===== config.mk =====
export PLATFORM = sky130hd
export DESIGN_NAME = sbox_share_sched
export DESIGN_NICKNAME = d
export VERILOG_FILES = /design/src/rtl/sbox_share_sched.sv
export SDC_FILE = /design/constraint.sdc
export NUM_CORES = 2
export LEC_CHECK = 0
export CORE_MARGIN = 3
export CORE_UTILIZATION = 45
export CTS_CLUSTER_SIZE = 25
export DETAILED_ROUTE_END_ITERATION = 10
export GPL_TIMING_DRIVEN = 0
export PLACE_DENSITY_LB_ADDON = 0.1
export SLEW_MARGIN = 15
export SYNTH_ARGS = -nofsm -noshare
export SYNTH_HDL_FRONTEND = slang
export SYNTH_SLANG_ARGS = --single-unit

===== constraint.sdc =====
create_clock -name clk -period 16.4 [get_ports clk]
set_input_delay 3.28 -clock clk [delete_from_list [all_inputs] [get_ports clk]]
set_output_delay 3.28 -clock clk [all_outputs]
set_load 0.02 [all_outputs]

===== src/rtl/sbox_share_sched.sv =====
// ============================================================================
// Module   : sbox_share_sched
// Purpose  : Shares one 32-bit SubWord slice between a 4-beat SubBytes
//            requester and a 1-beat key SubWord requester.
// Revision : 1.0 - initial release
// ============================================================================
`default_nettype none

module sbox_share_sched #(
  parameter int KEY_PRIORITY = 0
) (
  input  logic         clk,
  input  logic         rst_n,
  input  logic         st_req_valid,
  output logic         st_req_ready,
  input  logic [127:0] st_in,
  output logic         st_out_valid,
  output logic [127:0] st_out,
  input  logic         kw_req_valid,
  output logic         kw_req_ready,
  input  logic [31:0]  kw_in,
  output logic         kw_out_valid,
  output logic [31:0]  kw_out,
  output logic         busy
);

  typedef enum logic [0:0] {IDLE = 1'b0, ST_BUSY = 1'b1} state_t;

  localparam logic KEY_WINS = (KEY_PRIORITY != 0);

  // GF(2^8) multiply modulo x^8+x^4+x^3+x+1
  function automatic logic [7:0] gf_mul(input logic [7:0] a, input logic [7:0] b);
    logic [7:0] p;
    logic [7:0] x;
    logic [7:0] y;
    p = 8'h00;
    x = a;
    y = b;
    for (int i = 0; i < 8; i++) begin
      if (y[0]) p = p ^ x;
      x = {x[6:0], 1'b0} ^ (x[7] ? 8'h1b : 8'h00);
      y = y >> 1;
    end
    return p;
  endfunction

  // Inverse as a^254 (chain of squarings), then the affine transform
  function automatic logic [7:0] sub_byte(input logic [7:0] a);
    logic [7:0] sq;
    logic [7:0] inv;
    sq  = a;
    inv = 8'h01;
    for (int i = 1; i < 8; i++) begin
      sq  = gf_mul(sq, sq);
      inv = gf_mul(inv, sq);
    end
    return inv ^ {inv[6:0], inv[7]} ^ {inv[5:0], inv[7:6]} ^
           {inv[4:0], inv[7:5]} ^ {inv[3:0], inv[7:4]} ^ 8'h63;
  endfunction

  state_t        state;
  state_t        state_nxt;
  logic [1:0]    cnt;
  logic          last_key;
  logic [95:0]   st_buf;
  logic [31:0]   slice_in;
  logic [31:0]   slice_out;
  logic          idle;
  logic          grant_key;

  assign idle = (state == IDLE);
  assign busy = (state == ST_BUSY);

  // A lone key wins; on a tie it wins under priority or when state went last
  always_comb begin
    grant_key    = kw_req_valid & (~st_req_valid | KEY_WINS | ~last_key);
    kw_req_ready = idle & grant_key;
    st_req_ready = idle & st_req_valid & ~grant_key;
  end

  always_comb begin
    slice_in = st_in[127:96];
    if (idle) begin
      if (grant_key) slice_in = kw_in;
    end else begin
      case (cnt)
        2'd1:    slice_in = st_buf[95:64];
        2'd2:    slice_in = st_buf[63:32];
        2'd3:    slice_in = st_buf[31:0];
        default: slice_in = st_buf[95:64];
      endcase
    end
  end

  for (genvar g = 0; g < 4; g++) begin : g_sbox
    assign slice_out[8*g +: 8] = sub_byte(slice_in[8*g +: 8]);
  end

  always_comb begin
    state_nxt = state;
    case (state)
      IDLE:    if (st_req_ready) state_nxt = ST_BUSY;
      ST_BUSY: if (cnt == 2'd3) state_nxt = IDLE;
      default: state_nxt = IDLE;
    endcase
  end

  always_ff @(posedge clk or negedge rst_n) begin
    if (!rst_n) state <= IDLE;
    else        state <= state_nxt;
  end

  always_ff @(posedge clk or negedge rst_n) begin
    if (!rst_n) begin
      cnt          <= 2'd0;
      last_key     <= 1'b1;
      st_buf       <= '0;
      st_out       <= '0;
      kw_out       <= '0;
      st_out_valid <= 1'b0;
      kw_out_valid <= 1'b0;
    end else begin
      st_out_valid <= 1'b0;
      kw_out_valid <= 1'b0;
      if (idle) begin
        if (kw_req_ready) begin
          kw_out       <= slice_out;
          kw_out_valid <= 1'b1;
          last_key     <= 1'b1;
        end else if (st_req_ready) begin
          st_buf          <= st_in[95:0];
          st_out[127:96]  <= slice_out;
          cnt             <= 2'd1;
          last_key        <= 1'b0;
        end
      end else begin
        case (cnt)
          2'd1:    st_out[95:64] <= slice_out;
          2'd2:    st_out[63:32] <= slice_out;
          2'd3:    st_out[31:0]  <= slice_out;
          default: ;
        endcase
        cnt <= cnt + 2'd1;
        if (cnt == 2'd3) st_out_valid <= 1'b1;
      end
    end
  end

endmodule

`default_nettype wire


==> impl_metrics.toml <==
[sta]
setup_violations = 160
slew_headroom_pct = 12.2
rsz0062_at_grt = "yes"
maxSlewViolCount = 0
layout_setup_ws_ps = -1510
min_period_ps = 17910
hold_violations = 0
post-route-period-util_pct = 109
worst_pin_slew_ps = 1320
max_freq_ghz = 0.0558
clock_skew_ps = 25.3

[critical_path]
arrival_ps = 18360
cp_slowest_cell = "xor3_1"
end_kind = "flop"
reg2reg_from = "busy"
path_class = "primary input to flop"
ff2ff_setup_slack_ps = -780
critPathLaunch = "st_req_valid"
required_ps = 16850
r2r_cells = 80
crit_path_end = "st_out[55]"
startpoint_type = "primary input"
cpPeakStageDelay_ps = 530
r2r_end = "st_out[74]"
worstPathMaxFanout = 9

[synth]
synth_area_per_cell_um2 = 7.67
yosysTopAreaCellShare_pct = 20.8
synth_common_cells = "xnor2_1, nor2_1, nand2_1"
yosysTopAreaCell = "xnor2_1"
synth-seq-cells = 262
netlist-cell-type-count = 136
synthesis.nets = 9573
synth_edf_count = 0
synth-seq-area-share_pct = 9.12
synth_flop_cell = "dfrtp_1"
synthMostInstantiatedCell = "xnor2_1"
async_reset_ff_share_pct = 100
syn_inst = 9378
syn_area_mm2 = 0.0719
ys_warn_count = 0
netlist_top_cells_area = "xnor2_1, dfrtp_1, nor2_1"

[route]
drt_iter0_drc = 7664
via_count = 75700
firstDrtPassIters = 8
drc = 0
wl_um = 283000
via_per_inst = 5.97
postRouteAntennaNets = 0
wire_per_inst_um = 22.3

[cells_and_area]
area_delta_synth_final_pct = 35.0
drive_above_1_share_pct = 26.5
nets = 10800
stdcell_area_mm2 = 0.0971

[clock_tree]
holdBufCountCts = 0
clock_latency_ps = 610
cts_buffers = 36
clk_pin_slew_ps = 60
clockBufferDepth = 3
clock-sinks = 262
root_buffer = "clkbuf_16"
htree_levels = 2
cts_tree = "done"

[die]
start_util_pct = 45.4
io_pins = 329
die-area_mm2 = 0.165
row_count = 146
core_area_mm2 = 0.159
die_w_um = 406
die_h_um = 406

[place]
finalWeightedCongestion = 0.969
placed_cell_area_mm2 = 0.0812
io_buffer_count = 317
place_hpwl_um = 207000

[global_routing]
gr-total-overflow = 0
grt_use_total_pct = 32.8
grt_pass1_vias = 71600
antenna_found_initial = 10
grt_pass1_wl_um = 431000
grt_max_degree = 87

[outcome]
status = "complete, but fails checks"
failed_checks = "setup timing"

[hold_path]
min_path_type = "flop to flop"

[run]
drv_cap = 0
cell families (layout without fill, tap and decap cells):
logic type | Yosys count | after routing | share of synthesized area [%]
buffers and inverters | 714 | 1941 | 4.44
adder cells (fa/ha/maj) | 32 | 32 | 0.553
other | 0 | 6 | 0
XOR/XNOR | 2691 | 2691 | 41.5
flip-flops | 262 | 262 | 9.12
AND/OR/NAND/NOR | 3318 | 3319 | 20.1
AO/OA/AOI/OAI | 1946 | 1946 | 17.9
multiplexers | 415 | 415 | 6.31
cells in the final DEF (no fill, tap or decap), types with 40 or more instances in the layout:
master	instances
nand3_1	212
a22oi_1	73
nand2_1	1100
a211oi_1	85
buf_12	77
o21ai_0	295
dfrtp_1	261
nor2b_1	46
nand2b_1	55
mux2_4	68
clkbuf_1	265
xor2_1	366
clkbuf_16	41
buf_4	791
xor2_2	74
or3_1	46
clkbuf_2	63
nor2_1	1239
o22ai_1	123
buf_6	102
nor3_1	178
clkdlybuf4s50_1	307
xor2_4	78
and2_1	60
inv_1	66
xnor3_1	136
a21oi_1	424
xnor3_2	94
mux2_2	80
xnor2_4	238
xnor2_2	345
mux2i_1	206
nor2_2	42
o21ai_1	144
and3_1	40
buf_2	88
a31oi_1	67
xnor2_1	1323
o211ai_1	65
metrics by stage:
stage	utilization, %	cells	TNS [ps]	setup WS [ps]	hold slack [ps]
after floorplan	-	9378	-159370	-1520	436
after global placement	51.1	11800	-843600	-6000	451
after detailed placement	51.2	11800	-817470	-5780	455
after CTS	58.5	12400	-189560	-1360	469
after global routing	61.2	12700	-309820	-2190	506
final	61.2	12700	-214410	-1510	468
worst min path at each step:
stage / from / end / slack (ps) / cells past startpoint
6_report: st_buf[69] / st_buf[69] / 470 / 2
4_1_cts: st_buf[69] / st_buf[69] / 470 / 2
3_5_place_dp: st_buf[69] / st_buf[69] / 450 / 2
2_1_floorplan: st_buf[65] / st_buf[65] / 440 / 2
5_1_grt: st_buf[69] / st_buf[69] / 510 / 2
3_3_place_gp: st_buf[71] / st_buf[71] / 450 / 2
layout make-up:
| type | count | area (um2) |
|---|---|---|
| sequential | 262 | 6560 |
| fill | 13700 | 61500 |
| clock buffer | 46 | 998 |
| timing repair buffer | 1174 | 10700 |
| inverter | 113 | 543 |
| multi-input combinational | 8403 | 71900 |
| tap | 2072 | 2590 |
| buffer | 590 | 3540 |
| clock inverter | 18 | 248 |
| antenna | 6 | 15.0 |
repair_timing:
| item | CTS | global route |
|---|---|---|
| gates resized for setup | 847 | 439 |
| setup endpoints to repair | 160 | 160 |
| setup buffers | 601 | 255 |
| cloned | 1 | 2 |
| pin swaps | 458 | 274 |
worst max-delay path: cells and delay by family:
family                     cells  cell delay [ps]
xor gates and xnor gates      20             5260
AOI/OAI and AO/OA             23             4870
adders and majority gates      2              550
buffers and inverters         19             2810
and+or+nand+nor                8             1520
flip-flops by register name, indices dropped and copies added (netlist names):
name,cells
busy,1
cnt,2
kw_out,32
kw_out_valid,1
last_key,1
st_buf,96
st_out,128
st_out_valid,1
metal layers:
metal,routed length [um],GRT usage [%],up-vias
li1,-,-,34800
met1,120000,45.2,36800
met2,129000,52.5,3643
met3,26300,5.72,535
met4,8420,9.08,0
met5,0,0,-
Power is left out: the tool's default activity adds up to more than one toggle a clock period on the data nets, which glitch-free logic cannot reach.
